$ cat src/rtl/vec_ctrl_pkg.sv
// Shared types and constants for the vector processor command path.
package vec_ctrl_pkg;

  typedef enum logic [1:0] {
    OP_LOAD  = 2'b00,
    OP_STORE = 2'b01,
    OP_MUL   = 2'b10,
    OP_SUM   = 2'b11
  } opcode_e;

  typedef struct packed {
    opcode_e     opcode;
    logic [9:0]  entry1;
    logic [1:0]  entry2;
  } vec_cmd_t;

  localparam int MEM_DEPTH_DEF = 512;
  localparam int VEC_ROWS      = 16;

  function automatic logic is_alu(opcode_e op);
    return (op == OP_MUL) || (op == OP_SUM);
  endfunction

  // Only loads into r0/r1 feed the ALU operands, so only those create a hazard.
  function automatic logic is_hazard_load(vec_cmd_t cmd);
    return (cmd.opcode == OP_LOAD) && (cmd.entry2 < 2'd2);
  endfunction

endpackage

$ cat src/rtl/vec_cmd_arbiter_if.sv
// Requester-side handshake and processor-side command bus of the arbiter.
interface vec_cmd_arbiter_if;
  import vec_ctrl_pkg::*;

  logic [1:0]           req_valid;
  vec_cmd_t [1:0]       req_cmd;
  logic [1:0]           req_ready;
  logic                 proc_en;
  logic [1:0]           proc_opcode;
  logic [9:0]           proc_entry1;
  logic [1:0]           proc_entry2;
  logic                 err_valid;
  logic                 err_id;
  logic [15:0]          issue_count;

  modport master (
    output req_valid, req_cmd,
    input  req_ready, proc_en, proc_opcode, proc_entry1, proc_entry2,
           err_valid, err_id, issue_count
  );

  modport slave (
    input  req_valid, req_cmd,
    output req_ready, proc_en, proc_opcode, proc_entry1, proc_entry2,
           err_valid, err_id, issue_count
  );

endinterface

$ cat src/rtl/rr_arbiter2.sv
// Two-way round-robin arbiter; the pointer only moves when the caller
// reports that the granted command was actually consumed.
module rr_arbiter2 (
  input  logic       clk,
  input  logic       rst_n,
  input  logic [1:0] eligible,
  input  logic       advance,
  output logic [1:0] grant
);

  logic ptr;  // 1: requester 1 wins the next tie

  always_comb begin
    grant = 2'b00;
    if (eligible == 2'b11) begin
      grant = ptr ? 2'b10 : 2'b01;
    end else begin
      grant = eligible;
    end
  end

  always_ff @(posedge clk or negedge rst_n) begin
    if (!rst_n) begin
      ptr <= 1'b0;
    end else if (advance) begin
      ptr <= grant[0];
    end
  end

endmodule

$ cat src/rtl/vec_cmd_arbiter.sv
// Arbitrates two command requesters onto the vector processor, rejecting
// out-of-range indices and holding off ALU ops after loads into r0/r1.
module vec_cmd_arbiter
  import vec_ctrl_pkg::*;
#(
  parameter int LOAD_USE_GAP = 1,
  parameter int MEM_DEPTH    = MEM_DEPTH_DEF
) (
  input  logic               clk,
  input  logic               rst_n,
  vec_cmd_arbiter_if.slave   bus
);

  localparam int HZW = (LOAD_USE_GAP > 1) ? $clog2(LOAD_USE_GAP + 1) : 1;

  logic [HZW-1:0] hz_cnt;
  logic           hz_busy;
  logic [1:0]     eligible;
  logic [1:0]     grant;
  logic [1:0]     ready;
  logic           accept;
  logic           gid;
  vec_cmd_t       cmd;
  logic [31:0]    entry1_w;
  logic           range_err;
  logic           issue_ok;

  logic           proc_en_q;
  logic [1:0]     proc_opcode_q;
  logic [9:0]     proc_entry1_q;
  logic [1:0]     proc_entry2_q;
  logic           err_valid_q;
  logic           err_id_q;
  logic [15:0]    issue_count_q;

  assign hz_busy = (hz_cnt != '0);

  always_comb begin
    eligible = 2'b00;
    for (int i = 0; i < 2; i++) begin
      eligible[i] = bus.req_valid[i] && !(hz_busy && is_alu(bus.req_cmd[i].opcode));
    end
  end

  rr_arbiter2 u_arb (
    .clk      (clk),
    .rst_n    (rst_n),
    .eligible (eligible),
    .advance  (issue_ok),
    .grant    (grant)
  );

  // No acceptance while held in reset, even though the arbiter state is valid.
  assign ready     = grant & {2{rst_n}};
  assign accept    = |ready;
  assign gid       = grant[1];
  assign cmd       = bus.req_cmd[gid];
  assign entry1_w  = 32'(cmd.entry1);
  assign range_err = (entry1_w >= 32'(MEM_DEPTH));
  assign issue_ok  = accept && !range_err;

  always_ff @(posedge clk or negedge rst_n) begin
    if (!rst_n) begin
      proc_en_q     <= 1'b0;
      proc_opcode_q <= 2'b00;
      proc_entry1_q <= '0;
      proc_entry2_q <= 2'b00;
      err_valid_q   <= 1'b0;
      err_id_q      <= 1'b0;
      issue_count_q <= '0;
      hz_cnt        <= '0;
    end else begin
      proc_en_q   <= issue_ok;
      err_valid_q <= accept && range_err;
      if (issue_ok) begin
        proc_opcode_q <= cmd.opcode;
        proc_entry1_q <= cmd.entry1;
        proc_entry2_q <= cmd.entry2;
        issue_count_q <= issue_count_q + 16'd1;
      end
      if (accept && range_err) begin
        err_id_q <= gid;
      end
      if ((LOAD_USE_GAP != 0) && issue_ok && is_hazard_load(cmd)) begin
        hz_cnt <= HZW'(LOAD_USE_GAP);
      end else if (hz_busy) begin
        hz_cnt <= hz_cnt - 1'b1;
      end
    end
  end

  assign bus.req_ready   = ready;
  assign bus.proc_en     = proc_en_q;
  assign bus.proc_opcode = proc_opcode_q;
  assign bus.proc_entry1 = proc_entry1_q;
  assign bus.proc_entry2 = proc_entry2_q;
  assign bus.err_valid   = err_valid_q;
  assign bus.err_id      = err_id_q;
  assign bus.issue_count = issue_count_q;

endmodule

$ cat src/flat_wrapper.sv
// flat-port wrapper written by rule: the top's interface ports become plain ports
module vec_cmd_arbiter_flat import vec_ctrl_pkg::*;
#(
  parameter int LOAD_USE_GAP = 1,
  parameter int MEM_DEPTH    = MEM_DEPTH_DEF
)
  (clk, rst_n, bus_req_valid, bus_req_cmd, bus_req_ready, bus_proc_en, bus_proc_opcode, bus_proc_entry1, bus_proc_entry2, bus_err_valid, bus_err_id, bus_issue_count);
  vec_cmd_arbiter_if bus_i ();
  input  logic clk;
  input  logic rst_n;
  input wire logic [$bits(bus_i.req_valid)-1:0] bus_req_valid;
  input wire logic [$bits(bus_i.req_cmd)-1:0] bus_req_cmd;
  output wire logic [$bits(bus_i.req_ready)-1:0] bus_req_ready;
  output wire logic [$bits(bus_i.proc_en)-1:0] bus_proc_en;
  output wire logic [$bits(bus_i.proc_opcode)-1:0] bus_proc_opcode;
  output wire logic [$bits(bus_i.proc_entry1)-1:0] bus_proc_entry1;
  output wire logic [$bits(bus_i.proc_entry2)-1:0] bus_proc_entry2;
  output wire logic [$bits(bus_i.err_valid)-1:0] bus_err_valid;
  output wire logic [$bits(bus_i.err_id)-1:0] bus_err_id;
  output wire logic [$bits(bus_i.issue_count)-1:0] bus_issue_count;
  assign bus_i.req_valid = bus_req_valid;
  assign bus_i.req_cmd = bus_req_cmd;
  assign bus_req_ready = bus_i.req_ready;
  assign bus_proc_en = bus_i.proc_en;
  assign bus_proc_opcode = bus_i.proc_opcode;
  assign bus_proc_entry1 = bus_i.proc_entry1;
  assign bus_proc_entry2 = bus_i.proc_entry2;
  assign bus_err_valid = bus_i.err_valid;
  assign bus_err_id = bus_i.err_id;
  assign bus_issue_count = bus_i.issue_count;
  vec_cmd_arbiter #(.LOAD_USE_GAP(LOAD_USE_GAP), .MEM_DEPTH(MEM_DEPTH)) u_core (.clk(clk), .rst_n(rst_n), .bus(bus_i));
endmodule
$ cat config.mk
export PLATFORM = sky130hd
export DESIGN_NAME = vec_cmd_arbiter_flat
export DESIGN_NICKNAME = d
export VERILOG_FILES = /design/src/rtl/vec_ctrl_pkg.sv /design/src/rtl/vec_cmd_arbiter_if.sv /design/src/rtl/rr_arbiter2.sv /design/src/rtl/vec_cmd_arbiter.sv /design/src/flat_wrapper.sv
export SDC_FILE = /design/constraint.sdc
export NUM_CORES = 1
export LEC_CHECK = 0
export ABC_CLOCK_PERIOD_IN_PS = 2800
export CAP_MARGIN = 20
export CELL_PAD_IN_SITES_DETAIL_PLACEMENT = 2
export CELL_PAD_IN_SITES_GLOBAL_PLACEMENT = 2
export CORE_UTILIZATION = 30
export CTS_CLUSTER_DIAMETER = 40
export DETAILED_ROUTE_END_ITERATION = 7
export PLACE_DENSITY_LB_ADDON = 0.1
export SETUP_SLACK_MARGIN = 0.4
export SLEW_MARGIN = 40
export SYNTH_ARGS = -nofsm -noshare
export SYNTH_HDL_FRONTEND = slang
export SYNTH_SLANG_ARGS = --single-unit
$ cat constraint.sdc
create_clock -name clk -period 2.8 [get_ports clk]
set_input_delay 0.28 -clock clk [delete_from_list [all_inputs] [get_ports clk]]
set_output_delay 0.28 -clock clk [all_outputs]
set_load 0.02 [all_outputs]
==> results.toml <==
[status]
status = "finished, final reports clean"

[global_routing]
grt_pass1_wl_um = 8020
grt.overflow.total = 0
grt_max_degree = 38
antenna_found_initial = 0
first_global_vias = 1564
gr-usage-all-layers_pct = 17.0

[die]
start_util_pct = 31.6
num_io_pins = 67
die_x_um = 78.9
rows = 27
core_um2 = 5610
dieArea_um2 = 6230
die_y_um = 78.9

[sta]
finalSetupViolations = 0
layout_min_cycle_time_ns = 2.29
skew_ns = 0.00473
finalMaxSlewViolations = 0
tns_ns = 0
max_freq_mhz = 437
worstMarginPinSlew_ns = 0.474
final.period_utilization_pct = 81.7
whs_ns = 0.147
hold_violations = 0
setup_ws_ns = 0.512
max-slew-margin-rel_pct = 68.4
grt_setup_unrepaired = "false"

[route]
viasPerCell = 5.00
drt_pass1_iterations = 3
wire_per_inst_um = 17.5
drc = 0
drt_first_iter_violations = 31
ant_nets = 0
vias = 1390
wl_um = 4860

[clock_network]
cts_buffers = 5
clockBufferDepth = 2
clk_latency_ns = 0.28
cts_tree = "built"
clock_sinks = 35
path_clk_slew_ns = 0.06
cts_root_buffer = "clkbuf_8"
htree_levels = 2
cts_resized = 0

[synth]
synth_common_cells = "35 x dfrtp_1, 21 x mux2_2, 15 x xnor2_1, 8 x o2111ai_1"
synth-edff-count = 0
synth_area_leaders = "dfrtp_1 49%, mux2_2 13%, xnor2_1 7.4%, mux2_4 5.1%, o2111ai_1 3.9%"
ys_warn_count = 0
seq_area_frac_synth_pct = 49.4
synth.net_count = 168
ys_ff_latch = 35
yosysTopAreaCellShare_pct = 49.4
synth_area_um2 = 1770
synth_cell_types = 31
synthFlopType = "dfrtp_1"
netlist_instances = 135
yosysTopAreaCell = "dfrtp_1"
syn_avg_cell_area_um2 = 13.1
yosysMostFrequentCell = "dfrtp_1"
async_flop_share_pct = 100

[pwr]
vdd_drop_max_uv = 306
power_mw = 1.70
cellPowerDensity_nw_per_um2 = 651
cellLeakagePower_nw = 1.08

[place]
io_buffers = 66
place.gp.congestion = 0.723
dp.final_hpwl_um = 3570
place_area_um2 = 2510
dp_slack_ns = 0.464

[setup_path]
crit_arrival_ns = 2.01
worstPathRequired_ns = 2.52
critical_path_class = "input pin to output pin"
cp-start-kind = "input pin"
cp_max_fo = 6
crit_path_end_kind = "output pin"

[layout]
drive_gt1_share_pct = 21.8
num_antenna_cells = 0
final_area_um2 = 2610
syn_to_final_growth_pct = 46.9
final_nets = 239

[flow_run]
cap_violations = 0

[hold_path]
holdCritPathClass = "input pin to asynchronous set/reset pin"
## registers in the layout, summed over array words and instances, names as in the netlist
signal                  count
u_core.bus.issue_count     16
u_core.bus.proc_entry1     10
u_core.bus.proc_entry2      2
u_core.bus.proc_opcode      2
u_core.bus.err_id           1
u_core.bus.err_valid        1
u_core.bus.proc_en          1
u_core.hz_busy              1
u_core.u_arb.ptr            1
## worst max-delay path, cell delays in order
cell and delay [ns]:
clkdlybuf4s50_1 0.46, a21bo_2 0.30, a21oi_1 0.21, and2_1 0.16, clkdlybuf4s50_1 0.60
## power by group
part | switching (mW) | internal [mW] | total (mW)
Clock | 0.174 | 0.193 | 0.367
Sequential | 0.0919 | 0.607 | 0.699
Combinational | 0.284 | 0.347 | 0.631
Total | 0.549 | 1.15 | 1.70
## final cells by class
class / instances / area, um2
Tap cell: 72 / 90.1
Inverter: 3 / 11.3
Multi-Input combinational cell: 90 / 846
Fill cell: 588 / 3000
Clock buffer: 6 / 82.6
Timing Repair Buffer: 71 / 696
Clock inverter: 1 / 5.00
Sequential cell: 35 / 876
## kinds of logic (layout without fill, tap and decap cells)
kind of cell / count (synthesis) / in the layout / synth area share (%)
flops: 35 / 35 / 49.4
mux: 27 / 27 / 18.4
buf+inv: 10 / 81 / 2.96
fa+ha+maj: 1 / 1 / 0.705
simple gates: 21 / 21 / 7.12
xor+xnor: 15 / 15 / 7.41
compound gates: 26 / 26 / 14.0
## cell usage in the layout (no fill, tap or decap), types with 3 or more instances in the layout
cell type / n
mux2_2: 21
inv_1: 3
clkbuf_8: 6
mux2_4: 6
nor2_1: 3
clkdlybuf4s50_1: 65
and2_1: 4
o2111ai_1: 8
dfrtp_1: 35
buf_4: 4
o211ai_1: 6
xnor2_1: 15
and3_1: 6
## metrics by stage
step	cells	util [%]
floorplan	135	-
global placement	270	44.7
detailed placement	270	44.7
CTS	278	46.5
global route	278	46.5
finish	278	46.5
## final timing paths
kind / start / to / slack [ns] / depth (start not counted)
hold reg to reg: u_core.bus.issue_count[9] / u_core.bus.issue_count[9] / 0.49 / 1
hold / removal: rst_n / u_core.bus.proc_opcode[0] / 0.15 / 2
setup reg to reg: u_core.hz_busy / u_core.bus.proc_entry1[4] / 0.84 / 5
min in group clk: rst_n / u_core.u_arb.ptr / 0.38 / 4
setup / recovery: bus_req_cmd[13] / bus_req_ready[0] / 0.51 / 5
max in group asynchronous: rst_n / u_core.hz_busy / 1.95 / 2
## what timing repair did
item                                    CTS  global route
hold buffers                              1             0
buffers inserted                          0             0
endpoints found under the setup margin    0             0
hold endpoints to repair                  7             0
## metal layers
metal | global-route usage (%) | wire length [um] | vias to the layer above
met5 | 0 | 0 | -
met4 | 3.82 | 45 | 0
met3 | 5.63 | 276 | 6
met2 | 30.6 | 2490 | 43
met1 | 19.3 | 2050 | 703
li1 | - | - | 638
No activity file was read; power rests on OpenSTA's default activity.
